===== src/rtl/exception_trap_sequencer_pkg.sv =====
// Shared constants for the trap sequencer: exception codes, FSM states, sizing helper.
package exception_trap_sequencer_pkg;

  // RISC-V synchronous exception causes (4-bit slice of mcause)
  localparam logic [3:0] E_FETCH_ADDR_MISALIGNED = 4'd0;
  localparam logic [3:0] E_FETCH_ACCESS_FAULT    = 4'd1;
  localparam logic [3:0] E_ILLEGAL_INSTR         = 4'd2;
  localparam logic [3:0] E_BREAKPOINT            = 4'd3;
  localparam logic [3:0] E_LOAD_ADDR_MISALIGNED  = 4'd4;
  localparam logic [3:0] E_LOAD_ACCESS_FAULT     = 4'd5;
  localparam logic [3:0] E_STORE_ADDR_MISALIGNED = 4'd6;
  localparam logic [3:0] E_STORE_ACCESS_FAULT    = 4'd7;
  localparam logic [3:0] E_ECALL                 = 4'd11;
  // Reserved cause value reused as "no exception"
  localparam logic [3:0] NO_E                    = 4'd14;

  typedef enum logic [2:0] {
    ST_IDLE,
    ST_FLUSH,
    ST_REQ,
    ST_REDIRECT,
    ST_LOCKED
  } trap_state_e;

  // Index width that stays legal for a single stage
  function automatic int idx_width(input int n);
    return (n > 1) ? $clog2(n) : 1;
  endfunction

endpackage


===== src/rtl/exception_trap_sequencer_exc_oldest_sel.sv =====
// Combinational picker: the highest-index (oldest) stage with a live exception.
module exc_oldest_sel
  import exception_trap_sequencer_pkg::*;
#(
  parameter int XLEN       = 32,
  parameter int NUM_STAGES = 2,
  parameter int IDX_W      = idx_width(NUM_STAGES)
) (
  input  logic [4*NUM_STAGES-1:0]    exc_code,
  input  logic [XLEN*NUM_STAGES-1:0] exc_pc,
  input  logic [XLEN*NUM_STAGES-1:0] exc_tval,
  output logic                       valid,
  output logic [IDX_W-1:0]           idx,
  output logic [3:0]                 code,
  output logic [XLEN-1:0]            pc,
  output logic [XLEN-1:0]            tval
);

  // Ascending scan; later (older) stages overwrite earlier hits
  always_comb begin
    valid = 1'b0;
    idx   = '0;
    code  = NO_E;
    pc    = '0;
    tval  = '0;
    for (int s = 0; s < NUM_STAGES; s++) begin
      if (exc_code[4*s +: 4] != NO_E) begin
        valid = 1'b1;
        idx   = IDX_W'(s);
        code  = exc_code[4*s +: 4];
        pc    = exc_pc[XLEN*s +: XLEN];
        tval  = exc_tval[XLEN*s +: XLEN];
      end
    end
  end

endmodule


===== src/rtl/exception_trap_sequencer.sv =====
// Trap sequencer: capture oldest exception, flush, CSR handshake, redirect, lock on fault.
module exception_trap_sequencer
  import exception_trap_sequencer_pkg::*;
#(
  parameter int              XLEN        = 32,
  parameter int              NUM_STAGES  = 2,
  parameter logic [XLEN-1:0] TRAP_VEC    = '0,
  parameter int              ACK_TIMEOUT = 15,
  parameter int              CNT_W       = 8
) (
  input  logic                       i_clk,
  input  logic                       i_rst,
  input  logic                       i_stall,
  input  logic [4*NUM_STAGES-1:0]    i_exc_code,
  input  logic [XLEN*NUM_STAGES-1:0] i_exc_pc,
  input  logic [XLEN*NUM_STAGES-1:0] i_exc_tval,
  input  logic                       i_in_trap,
  input  logic                       i_trap_ack,
  output logic [NUM_STAGES-1:0]      o_flush,
  output logic                       o_trap_req,
  output logic [3:0]                 o_mcause,
  output logic [XLEN-1:0]            o_mepc,
  output logic [XLEN-1:0]            o_mtval,
  output logic                       o_pc_redirect,
  output logic [XLEN-1:0]            o_redirect_target,
  output logic                       o_locked,
  output logic [CNT_W-1:0]           o_trap_count
);

  localparam int IDX_W = idx_width(NUM_STAGES);
  // Counter only needs to reach ACK_TIMEOUT-1: the last silent cycle locks
  localparam int TO_W  = (ACK_TIMEOUT > 1) ? $clog2(ACK_TIMEOUT) : 1;

  trap_state_e             state;
  logic [TO_W-1:0]         to_cnt;
  logic                    sel_valid;
  logic [IDX_W-1:0]        sel_idx;
  logic [3:0]              sel_code;
  logic [XLEN-1:0]         sel_pc;
  logic [XLEN-1:0]         sel_tval;
  logic [NUM_STAGES-1:0]   sel_mask;

  exc_oldest_sel #(
    .XLEN       (XLEN),
    .NUM_STAGES (NUM_STAGES),
    .IDX_W      (IDX_W)
  ) u_sel (
    .exc_code (i_exc_code),
    .exc_pc   (i_exc_pc),
    .exc_tval (i_exc_tval),
    .valid    (sel_valid),
    .idx      (sel_idx),
    .code     (sel_code),
    .pc       (sel_pc),
    .tval     (sel_tval)
  );

  // Flush the winning stage and everything younger than it
  always_comb begin
    sel_mask = '0;
    for (int s = 0; s < NUM_STAGES; s++)
      sel_mask[s] = (s <= int'(sel_idx));
  end

  // Sequencer FSM with registered outputs and capture registers
  always_ff @(posedge i_clk) begin
    if (i_rst) begin
      state             <= ST_IDLE;
      to_cnt            <= '0;
      o_flush           <= '0;
      o_trap_req        <= 1'b0;
      o_mcause          <= '0;
      o_mepc            <= '0;
      o_mtval           <= '0;
      o_pc_redirect     <= 1'b0;
      o_redirect_target <= '0;
      o_locked          <= 1'b0;
      o_trap_count      <= '0;
    end else begin
      o_pc_redirect     <= 1'b0;
      o_redirect_target <= '0;
      case (state)
        ST_IDLE: begin
          if (!i_stall && sel_valid) begin
            o_mcause <= sel_code;
            o_mepc   <= sel_pc;
            o_mtval  <= sel_tval;
            if (i_in_trap) begin
              state    <= ST_LOCKED;
              o_locked <= 1'b1;
              o_flush  <= '1;
            end else begin
              state   <= ST_FLUSH;
              o_flush <= sel_mask;
            end
          end
        end
        ST_FLUSH: begin
          state      <= ST_REQ;
          o_flush    <= '1;
          o_trap_req <= 1'b1;
          to_cnt     <= '0;
        end
        ST_REQ: begin
          // Ack is checked first so it wins over a coincident timeout
          if (i_trap_ack) begin
            state             <= ST_REDIRECT;
            o_trap_req        <= 1'b0;
            o_flush           <= '0;
            o_pc_redirect     <= 1'b1;
            o_redirect_target <= TRAP_VEC;
            if (o_trap_count != '1)
              o_trap_count <= o_trap_count + CNT_W'(1);
          end else if (to_cnt == TO_W'(ACK_TIMEOUT - 1)) begin
            state      <= ST_LOCKED;
            o_trap_req <= 1'b0;
            o_locked   <= 1'b1;
          end else begin
            to_cnt <= to_cnt + TO_W'(1);
          end
        end
        ST_REDIRECT: state <= ST_IDLE;
        ST_LOCKED:   state <= ST_LOCKED;
        default:     state <= ST_IDLE;
      endcase
    end
  end

endmodule

===== config.mk =====
export PLATFORM = sky130hd
export DESIGN_NAME = exception_trap_sequencer
export DESIGN_NICKNAME = d
export VERILOG_FILES = /design/src/rtl/exception_trap_sequencer_pkg.sv /design/src/rtl/exception_trap_sequencer_exc_oldest_sel.sv /design/src/rtl/exception_trap_sequencer.sv
export SDC_FILE = /design/constraint.sdc
export NUM_CORES = 1
export LEC_CHECK = 0
export ABC_CLOCK_PERIOD_IN_PS = 2400
export BUFFER_PORTS_ARGS = -buffer_cell sky130_fd_sc_hd__buf_2
export CAP_MARGIN = 20
export CELL_PAD_IN_SITES_DETAIL_PLACEMENT = 0
export CELL_PAD_IN_SITES_GLOBAL_PLACEMENT = 1
export CORE_UTILIZATION = 30
export CTS_CLUSTER_DIAMETER = 100
export DETAILED_ROUTE_END_ITERATION = 10
export HOLD_SLACK_MARGIN = 0.15
export PLACE_DENSITY = 0.88
export SYNTH_ARGS = -nofsm -noshare
export SYNTH_HDL_FRONTEND = slang
export SYNTH_SLANG_ARGS = --single-unit

===== constraint.sdc =====
create_clock -name i_clk -period 2.4 [get_ports i_clk]
set_input_delay 0 -clock i_clk [delete_from_list [all_inputs] [get_ports i_clk]]
set_output_delay 0 -clock i_clk [all_outputs]
set_load 0.01 [all_outputs]

==> impl_summary.txt <==
----------------------------------------------------
[Synthesis]
  Simple-gate share of the synthesized area ... 0.2443
  Adder-Cell Fraction of Synth Area ... 0.008463
  Cell area after technology mapping ... 4436 um2
  Count of warnings emitted by yosys ... 0
  XOR/XNOR Fraction of Synth Area ... 0.009873
  Combinational family with the most area after synthesis ... simple AND/OR/NAND/NOR gates
  Mapped Avg Cell Area ... 9.518 um2
  Most frequently used flop master after synthesis ... sky130_fd_sc_hd__dfxtp_1
  Portion of the post-synthesis area used by sequential elements ... 0.3972
  Multiplexer share of the synthesized area ... 0.01185
  Post-synthesis compound-gate area fraction ... 0.2220
  EDFF count, synth ... 0
  Async set-reset flop share out of synthesis ... 0
  Count of cell types in the netlist ... 52
  Count of mapped cells out of synthesis ... 466
  Flip-flop and latch count after synthesis ... 88

[Pwr]
  Fraction of power consumed by sequential logic ... 0.395
  Portion of total power attributed to the clock network ... 0.333
  Power per unit of standard cell area ... 575.6 nW/um2
  Static leakage power ... 0.003396 uW
  Comb pwr share ... 0.272
  IR drop worst, VDD ... 336.2 uV
  Int Pwr ... 3023 uW
  Sw power ... 1213 uW
  Net Sw Frac ... 0.2863

[Placement]
  Routability-driven placement congestion ratio ... 0.7902
  Number of placed instances, taps included ... 841
  Half-perimeter wire length after placement ... 8851 um
  # port buffers ... 221
  Dpl cell area ... 5594 um2

[Final layout]
  Final cell count without fillers ... 1003
  Area of all placed cells without fillers ... 7360 um2
  Share of cells above drive strength 1 ... 0.3956
  Total inserted antenna cells ... 0
  Layout overhead on the synthesized area ... 65.92%
  Count of nets after finishing ... 958

[Worst setup path]
  CP Launch Type ... flop
  Type of the worst setup path ... reg -> reg
  Required @ worst endpoint ... 2.62 ns
  Worst Path Max Fanout ... 23
  Category of the worst setup path capture point ... flop
  WP data arrival ... 2.36 ns

[Floorplan]
  Standard-cell row count ... 44
  Placeable core region ... 14480 um2
  Die H ... 123.6 um
  Die Footprint ... 15280 um2
  Count of pins on the block boundary ... 254
  Chip width ... 123.6 um
  Initial core utilization ... 0.3063

[STA]
  Largest clock skew in the final design ... 0.004217 ns
  Least-Margin Pin Slew ... 0.5724 ns
  Count of pins over their slew limit ... 0
  Number of setup violations in the final report ... 0
  Highest clock rate ... 0.4669 GHz
  Setup repair after global routing missed its margin ... no
  Accumulated negative setup slack ... 0 ns
  Final Cycle Share ... 0.8924
  Final critical-path required period ... 2.142 ns
  Rel. slew slack ... 0.6184
  Count of endpoints failing hold in the final timing report ... 0

[Route]
  Average vias per placed instance ... 4.829
  Post-detailed-routing wire length ... 14630 um
  Number of nets still failing antenna checks after routing ... 0
  Remaining routing DRC violations ... 0
  Routed len/inst ... 14.59 um
  Number of vias after detailed routing ... 4843
  Iteration-0 DRC Markers ... 187
  Number of iterations in the first detailed-routing pass ... 6

[Clock tree]
  TritonCTS sink count ... 88
  Root Buffer Master ... sky130_fd_sc_hd__clkbuf_16
  Htree depth ... 3
  Clock insertion delay at the later pin of the skew report ... 0.33 ns
  Clock tree from TritonCTS ... done
  Maximum clock path buffer count ... 2
  Total CTS buffers ... 9
  Clock slew seen by the registers of the worst setup and hold paths ... 0.06 ns

[Global route]
  Pin count of the biggest net entering global routing ... 54
  Global route total overflow ... 0
  Combined global-route utilization of all metal layers ... 0.1837
  Number of global-route vias before repair ... 4541
  Number of antenna violations at the first check in global routing ... 0
  Wire length of the first global-routing pass ... 21550 um

[Flow run]
  Number of max-capacitance violations reported ... 0

[Worst hold path]
  Hold/Removal Path Class ... in -> reg

[Outcome]
  Run status ... finished clean

----------------------------------------------------
[per-stage QoR]
step | util | setup slack (ns) | hold slack [ns] | power (uW)
2_1_floorplan | - | 0.9153 | 0.1602 | 2265
3_3_place_gp | 0.3864 | 0.5402 | 0.3076 | 2591
3_5_place_dp | 0.3864 | 0.4555 | 0.3141 | 2603
4_1_cts | 0.5038 | 0.01789 | 0.1562 | 4252
5_1_grt | 0.5083 | 0.08966 | 0.1990 | 4480
6_report | 0.5083 | 0.2583 | 0.1846 | 4236
[what timing repair did]
action | in CTS | in global routing
endpoints found under the hold margin | 79 | 0
setup endpoints to repair | 0 | 64
resized for setup | 0 | 4
buffers inserted | 0 | 6
hold buffers | 140 | 0
[cell type report]
class,count,area [um2]
sequential,88,1762
clock inverter,5,56.30
tap,184,230.2
multi-input combinational,333,2355
clock buffer,11,242.7
timing repair buffer,378,2699
fill,1305,7119
inverter,4,15.01
[sequential cells by signal, indices dropped and copies added, names as in the netlist]
register	cells
to_cnt	4
o_pc_redirect	1
o_mepc	32
o_flush	2
o_mtval	32
o_mcause	4
o_trap_count	8
state	3
o_trap_req	1
o_locked	1
[critical path, cell delays in order, from the launching register on]
cell and delay [ns]:
sky130_fd_sc_hd__dfxtp_1 0.44, sky130_fd_sc_hd__nor4_4 0.26, sky130_fd_sc_hd__o21ai_4 0.11, sky130_fd_sc_hd__buf_4 0.24, sky130_fd_sc_hd__a221oi_1 0.29, sky130_fd_sc_hd__dlygate4sd3_1 0.63, sky130_fd_sc_hd__nor3_1 0.05
[final timing paths]
path	from	to	slack, ns	cells after the start
worst max-delay path	state[2]$_SDFFE_PP0P_	o_mepc[24]$_SDFFE_PP0P_	0.26	6
worst min-delay path	i_stall	state[0]$_SDFFE_PP0P_	0.18	4
worst max register to register	state[2]$_SDFFE_PP0P_	o_mepc[24]$_SDFFE_PP0P_	0.26	6
worst min register to register	o_mcause[1]$_SDFFE_PP0P_	o_mcause[1]$_SDFFE_PP0P_	0.46	2
[synthesized netlist by cell type, types with 5 or more instances]
| library cell | number | share of area |
|---|---|---|
| sky130_fd_sc_hd__dfxtp_1 | 88 | 0.40 |
| sky130_fd_sc_hd__nor2_1 | 78 | 0.066 |
| sky130_fd_sc_hd__nor3_1 | 38 | 0.043 |
| sky130_fd_sc_hd__buf_4 | 36 | 0.061 |
| sky130_fd_sc_hd__a221oi_1 | 34 | 0.067 |
| sky130_fd_sc_hd__a221oi_2 | 30 | 0.10 |
| sky130_fd_sc_hd__nor3_2 | 30 | 0.068 |
| sky130_fd_sc_hd__buf_2 | 20 | 0.023 |
| sky130_fd_sc_hd__clkbuf_1 | 13 | 0.011 |
| sky130_fd_sc_hd__a21oi_1 | 12 | 0.014 |
| sky130_fd_sc_hd__nand2_1 | 9 | 0.0076 |
| sky130_fd_sc_hd__nand3_1 | 5 | 0.0056 |
[power by group through the flow]
stage	clock, uW	combinational [uW]	sequential (uW)
after floorplan	0	501	1760
after global placement	0	893	1700
after detailed placement	0	900	1700
after CTS	1460	1130	1670
after global routing	1530	1260	1690
final	1410	1150	1670
[routing by layer]
metal	global-route usage	part of all wire	vias to the layer above
li1	-	-	2364
met1	0.1938	0.40	2258
met2	0.3382	0.50	189
met3	0.04716	0.063	32
met4	0.08660	0.028	0
met5	0	0	-
[placed cells by master (no fill, tap or decap), types with 4 or more instances in the layout]
cell / count
sky130_fd_sc_hd__a221oi_1: 34
sky130_fd_sc_hd__dlygate4sd3_1: 140
sky130_fd_sc_hd__dfxtp_1: 88
sky130_fd_sc_hd__buf_4: 11
sky130_fd_sc_hd__o21ai_0: 4
sky130_fd_sc_hd__a21oi_1: 12
sky130_fd_sc_hd__buf_12: 4
sky130_fd_sc_hd__nor2b_1: 4
sky130_fd_sc_hd__nor3_1: 38
sky130_fd_sc_hd__nor3_2: 30
sky130_fd_sc_hd__xor2_1: 4
sky130_fd_sc_hd__buf_2: 220
sky130_fd_sc_hd__a221oi_2: 30
sky130_fd_sc_hd__nand2_1: 9
sky130_fd_sc_hd__inv_1: 4
sky130_fd_sc_hd__nor2_1: 78
sky130_fd_sc_hd__clkbuf_16: 9
sky130_fd_sc_hd__conb_1: 32
sky130_fd_sc_hd__nand3_1: 5
[logic make-up (layout without fill, tap and decap cells)]
logic type / Yosys count / after routing
compound gates: 100 / 100
mux: 5 / 5
other cells: 1 / 32
simple gates: 188 / 188
xor+xnor: 5 / 5
fa+ha+maj: 3 / 3
buf+inv: 76 / 398
flops: 88 / 88
No activity file was read; power rests on OpenSTA's default activity.
